**config.mk**
```make
export PLATFORM = sky130hd
export DESIGN_NAME = clint_responder
export DESIGN_NICKNAME = d
export VERILOG_FILES = /design/src/rtl/clint_pkg.sv /design/src/rtl/clint_responder.sv
export SDC_FILE = /design/constraint.sdc
export NUM_CORES = 1
export LEC_CHECK = 0
export BUFFER_PORTS_ARGS = -buffer_cell sky130_fd_sc_hd__buf_2
export CORE_UTILIZATION = 61
export DETAILED_ROUTE_END_ITERATION = 8
export PLACE_DENSITY = 0.77
export SETUP_SLACK_MARGIN = 0.4
export SLEW_MARGIN = 10
export SYNTH_ARGS = -nofsm -noshare
export SYNTH_HDL_FRONTEND = slang
export SYNTH_SLANG_ARGS = --single-unit
```
**constraint.sdc**
```tcl
create_clock -name clk -period 3.45 [get_ports clk]
set_input_delay 0.345 -clock clk [delete_from_list [all_inputs] [get_ports clk]]
set_output_delay 0.345 -clock clk [all_outputs]
set_load 0.01 [all_outputs]
```
**src/rtl/clint_pkg.sv**
```systemverilog
// Shared types and register offsets for the core-local interruptor.
package clint_pkg;

    typedef enum logic { ST_IDLE = 1'b0, ST_RESP = 1'b1 } clint_state_e;

    typedef struct packed {
        logic [63:0]  mtime;
        logic [63:0]  mtimecmp;
        logic         msip;
        clint_state_e state;
    } clint_reg_type;

    localparam logic [15:0] CLINT_MSIP        = 16'h0000;
    localparam logic [15:0] CLINT_MTIMECMP    = 16'h4000;
    localparam logic [15:0] CLINT_MTIMECMP_HI = 16'h4004;
    localparam logic [15:0] CLINT_MTIME       = 16'hBFF8;
    localparam logic [15:0] CLINT_MTIME_HI    = 16'hBFFC;

    function automatic logic [31:0] merge_bytes(input logic [31:0] old,
                                                input logic [31:0] wdata,
                                                input logic [3:0]  strb);
        merge_bytes = old;
        for (int i = 0; i < 4; i++)
            if (strb[i]) merge_bytes[i*8 +: 8] = wdata[i*8 +: 8];
    endfunction

endpackage

```
**src/rtl/clint_responder.sv**
```systemverilog
// Core-local interruptor behind the core memory port: mtime/mtimecmp/msip with
// a two-state request/response handshake and registered interrupt outputs.
module clint_responder
    import clint_pkg::*;
#(
    parameter logic [31:0] BASE_ADDR = 32'h0200_0000,
    parameter int unsigned PRESCALE  = 1
) (
    input  logic        clk,
    input  logic        rst,
    input  logic        memory_valid,
    input  logic        memory_instr,
    input  logic [31:0] memory_addr,
    input  logic [31:0] memory_wdata,
    input  logic [3:0]  memory_wstrb,
    output logic [31:0] memory_rdata,
    output logic        memory_ready,
    output logic        timer_irpt,
    output logic        soft_irpt
);

    clint_reg_type r, rin;
    logic [31:0]   pcnt, pcnt_n;
    logic [31:0]   rdata_n, rval;
    logic          timer_n, soft_n;
    logic          tick, accept, hit, wr;
    logic [15:0]   off;
    logic          unused_addr;

    assign unused_addr = &{1'b0, memory_addr[1:0]};
    assign off         = {memory_addr[15:2], 2'b00};

    always_comb begin
        rin     = r;
        rdata_n = memory_rdata;
        rval    = '0;

        tick   = (pcnt == 32'(PRESCALE - 1));
        pcnt_n = tick ? '0 : pcnt + 32'd1;
        if (tick) rin.mtime = r.mtime + 64'd1;

        accept = (r.state == ST_IDLE) && memory_valid;
        // Fetches and out-of-window addresses behave as an empty hole.
        hit    = (memory_addr[31:16] == BASE_ADDR[31:16]) && !memory_instr;
        wr     = accept && hit && (memory_wstrb != 4'b0000);

        if (hit) begin
            case (off)
                CLINT_MSIP:        rval = {31'd0, r.msip};
                CLINT_MTIMECMP:    rval = r.mtimecmp[31:0];
                CLINT_MTIMECMP_HI: rval = r.mtimecmp[63:32];
                CLINT_MTIME:       rval = r.mtime[31:0];
                CLINT_MTIME_HI:    rval = r.mtime[63:32];
                default:           rval = '0;
            endcase
        end

        case (r.state)
            ST_IDLE: if (memory_valid) begin
                rdata_n   = rval;
                rin.state = ST_RESP;
            end
            ST_RESP: rin.state = ST_IDLE;
            default: rin.state = ST_IDLE;
        endcase

        // An mtime write replaces the whole 64-bit next value, dropping any tick.
        if (wr) begin
            case (off)
                CLINT_MSIP: if (memory_wstrb[0]) rin.msip = memory_wdata[0];
                CLINT_MTIMECMP:
                    rin.mtimecmp[31:0]  = merge_bytes(r.mtimecmp[31:0], memory_wdata, memory_wstrb);
                CLINT_MTIMECMP_HI:
                    rin.mtimecmp[63:32] = merge_bytes(r.mtimecmp[63:32], memory_wdata, memory_wstrb);
                CLINT_MTIME:
                    rin.mtime = {r.mtime[63:32], merge_bytes(r.mtime[31:0], memory_wdata, memory_wstrb)};
                CLINT_MTIME_HI:
                    rin.mtime = {merge_bytes(r.mtime[63:32], memory_wdata, memory_wstrb), r.mtime[31:0]};
                default: ;
            endcase
        end

        timer_n = (r.mtime >= r.mtimecmp);
        soft_n  = r.msip;
    end

    always_ff @(posedge clk or negedge rst) begin
        if (!rst) begin
            r.mtime      <= '0;
            r.mtimecmp   <= 64'hFFFF_FFFF_FFFF_FFFF;
            r.msip       <= 1'b0;
            r.state      <= ST_IDLE;
            pcnt         <= '0;
            memory_rdata <= '0;
            timer_irpt   <= 1'b0;
            soft_irpt    <= 1'b0;
        end else begin
            r            <= rin;
            pcnt         <= pcnt_n;
            memory_rdata <= rdata_n;
            timer_irpt   <= timer_n;
            soft_irpt    <= soft_n;
        end
    end

    assign memory_ready = (r.state == ST_RESP);

endmodule
```
==> impl_results.md <==
- Status: finished clean
- Initial antenna violation count: 1
- Req. time, crit path: 3.75 ns
- Vias in the first global route: 10800
- Tot Pwr: approximately 4.5 mW
- Slowest cell on crit path: a2111oi_0
- Crit path DAT: 3.23 ns
- CTS sink count: 196
- Hpwl dp: ~27000 microns
- Critical path type: flip-flop to flip-flop
- CP Cell Sequence: inv_1 -> ha_1 -> a21oi_1 -> o21ai_0 -> a2111oi_0 -> a31oi_1 -> o31ai_1 -> a22oi_1
- Multi-input gate area: roughly 6700 sq um
- Crit. End Element: flip-flop
- Fin area: 13800 sq um
- Core Rows: just over 50
- CORE AREA: 19500 sq um
- GRT Total Usage: roughly two fifths
- Leak pwr: about 5.7 nW
- Synth cell types: between 70 and 80
- CTS Hold Bufs: 0
- Placed Area: 13200 sq um
- Resize count post-CTS: 0
- Final wirelength: 38300 microns
- DRT antenna net count: 0
- Fin crit share: between 80% and 90%
- I/O Pins: about 110
- Worst Path Buf+Inv: 1
- RSZ-0062 raised after global routing: false
- CP Launch Type: flip-flop
- Post-synth EDFFs: 0
- Post-synthesis simple-gate area fraction: 21.5%
- First-pass GRT wire length: slightly below 60000 microns
- Die width: 143 microns
- R2R Setup Slk: 0.52 ns
- Setup TNS: 0 ns
- R2r endpoint: timer_irpt$_DFF_PN0_
- Largest fanout on the critical path: 3
- # port buffers: 104
- Synth area leader: dfrtp_1
- Average instance area after synthesis: between 9 and 10 sq um
- Post-synth top area share: 27.2%
- Multiplexer share of the synthesized area: 6.40%
- Number of fillers in the final layout: 1499
- H-tree levels: 4
- Compound-Gate Fraction of Synth Area: about 17%
- Post-synth ARST share: 100%
- Pin count of the biggest net entering global routing: 109
- Synth Area in Adders: 6.89%
- DR WL/cell: 22.6 microns
- Via count: 11500
- Largest family of logic cells by synthesized area: simple AND/OR/NAND/NOR gates
- Final setup fails: 0
- Final hold vios: 0
- Relative slew slack: 38.2%
- Grt ovf: 0
- Layout Cells excl Fill: between 1500 and 2000
- CP peak stage delay: 0.76 ns
- Post-synth top flop: dfrtp_1
- Clk_skew: 0.0124 ns
- Slew Limit Fails: 0
- Power Density: 327 nW/um^2
- Max-cap violations: 0
- Clk buf depth: 2
- Worst R2R Path Depth: 8
- Chip height: 143 microns
- Final hold slack: 0.0118 ns
- Worst-Margin Slew: between 0.9 and 1 ns
- Syn Nets: 1441
- Vias/cell: between 6 and 7
- Synthesized area: ~12000 sq um
- Period minus WS final: 2.93 ns
- Fmax: 341 MHz
- Area Growth Syn to Fin: 13.3%
- Seq/Total Area, Yosys: between 40% and 50%
- Cell count after synthesis: around 1300
- Crit path max-delay family: compound AO/OA/AOI/OAI gates
- Synth warnings: 0
- Hold Path Class: input pin to asynchronous set/reset pin
- Clock transition at path regs: 0.08 ns
- DRT iter0 DRCs: 1254
- FF/Latch Area: 4980 sq um
- XOR/XNOR share of the synthesized area: about 2.2%
- Final Net Count: ~1600
- CTS tree: built
- Post-route DRC: 0
- Clock Latency Late Sink: 0.44 ns
- Worst R2R Start: r[17]$_DFFE_PN1P_
- Cell Count Post-Placement: 1661
- Root Buffer: clkbuf_16
- TritonCTS Buffers: 17
- Die area: between 20000 and 25000 sq um
- VDD IR max: approximately 330 uV
- Flops & latches, synth: 196
- Largest cells by area after synthesis: dfrtp_1 (27%), dfstp_2 (14%), ha_1 (6.9%)
- Placer Congestion: 0.969
- DR pass1 iterations: 7
- Antenna diode count: 0
- Starting Density: 62.3%
- Setup Fix Bufs, Post-CTS: 0
- Proportion of layout cells with a drive suffix above 1: between 20% and 30%
- CP startpoint: r[17]$_DFFE_PN1P_
## where the power goes
part / switching (mW) / internal (mW)
Sequential: 0.000262 / 2.30
Clock: 0.973 / 1.05
Combinational: 0.143 / 0.0490
Total: 1.12 / 3.39
## worst max path at each step
stage | to | slack [ns] | cells past startpoint
2_1_floorplan | r[114]$_DFFE_PN0P_ | 0.68 | 10
3_3_place_gp | r[101]$_DFFE_PN0P_ | 0.32 | 8
3_5_place_dp | r[112]$_DFFE_PN0P_ | 0.31 | 8
4_1_cts | timer_irpt$_DFF_PN0_ | 0.60 | 8
5_1_grt | r[126]$_DFFE_PN0P_ | 0.41 | 8
6_report | timer_irpt$_DFF_PN0_ | 0.52 | 8
## cells in the final DEF, fill, tap and decap left out, types with 7 or more instances in the layout
cell type / instances
dfrtp_1: 132
nand2_1: 130
buf_2: 103
inv_1: 84
nand3_1: 77
nor2_1: 75
ha_1: 67
dfstp_2: 64
mux2_2: 62
o21ai_0: 61
nand4_1: 56
a21oi_1: 48
buf_4: 46
nor3_1: 33
and3_1: 29
nor4_1: 27
a22o_1: 26
a222oi_1: 26
xnor2_1: 23
o211ai_1: 17
clkbuf_16: 17
and4_1: 14
a221oi_1: 14
or3_1: 12
or4_1: 10
a211oi_1: 10
o31ai_1: 10
o22ai_1: 9
o21a_1: 8
mux2i_1: 8
nand2b_1: 7
xor2_1: 7
## registers in the layout, indices dropped and copies added (netlist names)
register,flops
memory_ready,1
memory_rdata,32
timer_irpt,1
soft_irpt,1
pcnt,32
soft_n,1
r,128
## layer usage
metal / GRT usage [%] / vias up / share of wire, %
met5: 0 / - / 0
met4: 17.5 / 0 / 3.8
met3: 6.64 / 101 / 9.6
met2: 60.5 / 654 / 46
met1: 51.8 / 5590 / 40
li1: - / 5150 / -
## cells by family after synthesis
| kind of cell | count (synthesis) |
|---|---|
| xor gates and xnor gates | 30 |
| AOI/OAI and AO/OA | 292 |
| DFF | 196 |
| adders and majority gates | 67 |
| buffers and inverters | 142 |
| and+or+nand+nor | 505 |
| muxes | 70 |
## synthesized netlist by cell type (17+ instances only)
master,instances
o211ai_1,17
dfstp_2,64
ha_1,67
nor3_1,34
a22o_1,26
a222oi_1,26
nor4_1,28
o21ai_0,62
nand2_1,130
a21oi_1,48
inv_1,84
nand3_1,77
nor2_1,77
mux2_2,62
and3_1,29
nand4_1,56
clkbuf_1,48
xnor2_1,23
dfrtp_1,132
## area by class of cell
class                      instances  share of cell area [%]
timing repair buffer             152                    6.64
tap                              265                    2.41
multi-input combinational        964                    48.3
inverter                          84                    2.29
sequential                       196                    36.2
clock buffer                      19                    3.21
clock inverter                    13                   0.990
## through the flow
step           setup slack, ns  utilization (%)
2_1_floorplan            0.679                -
3_3_place_gp             0.321             67.6
3_5_place_dp             0.307             67.6
4_1_cts                  0.597             70.5
5_1_grt                  0.407             70.6
6_report                 0.518             70.6
No activity file was read; power rests on OpenSTA's default activity.
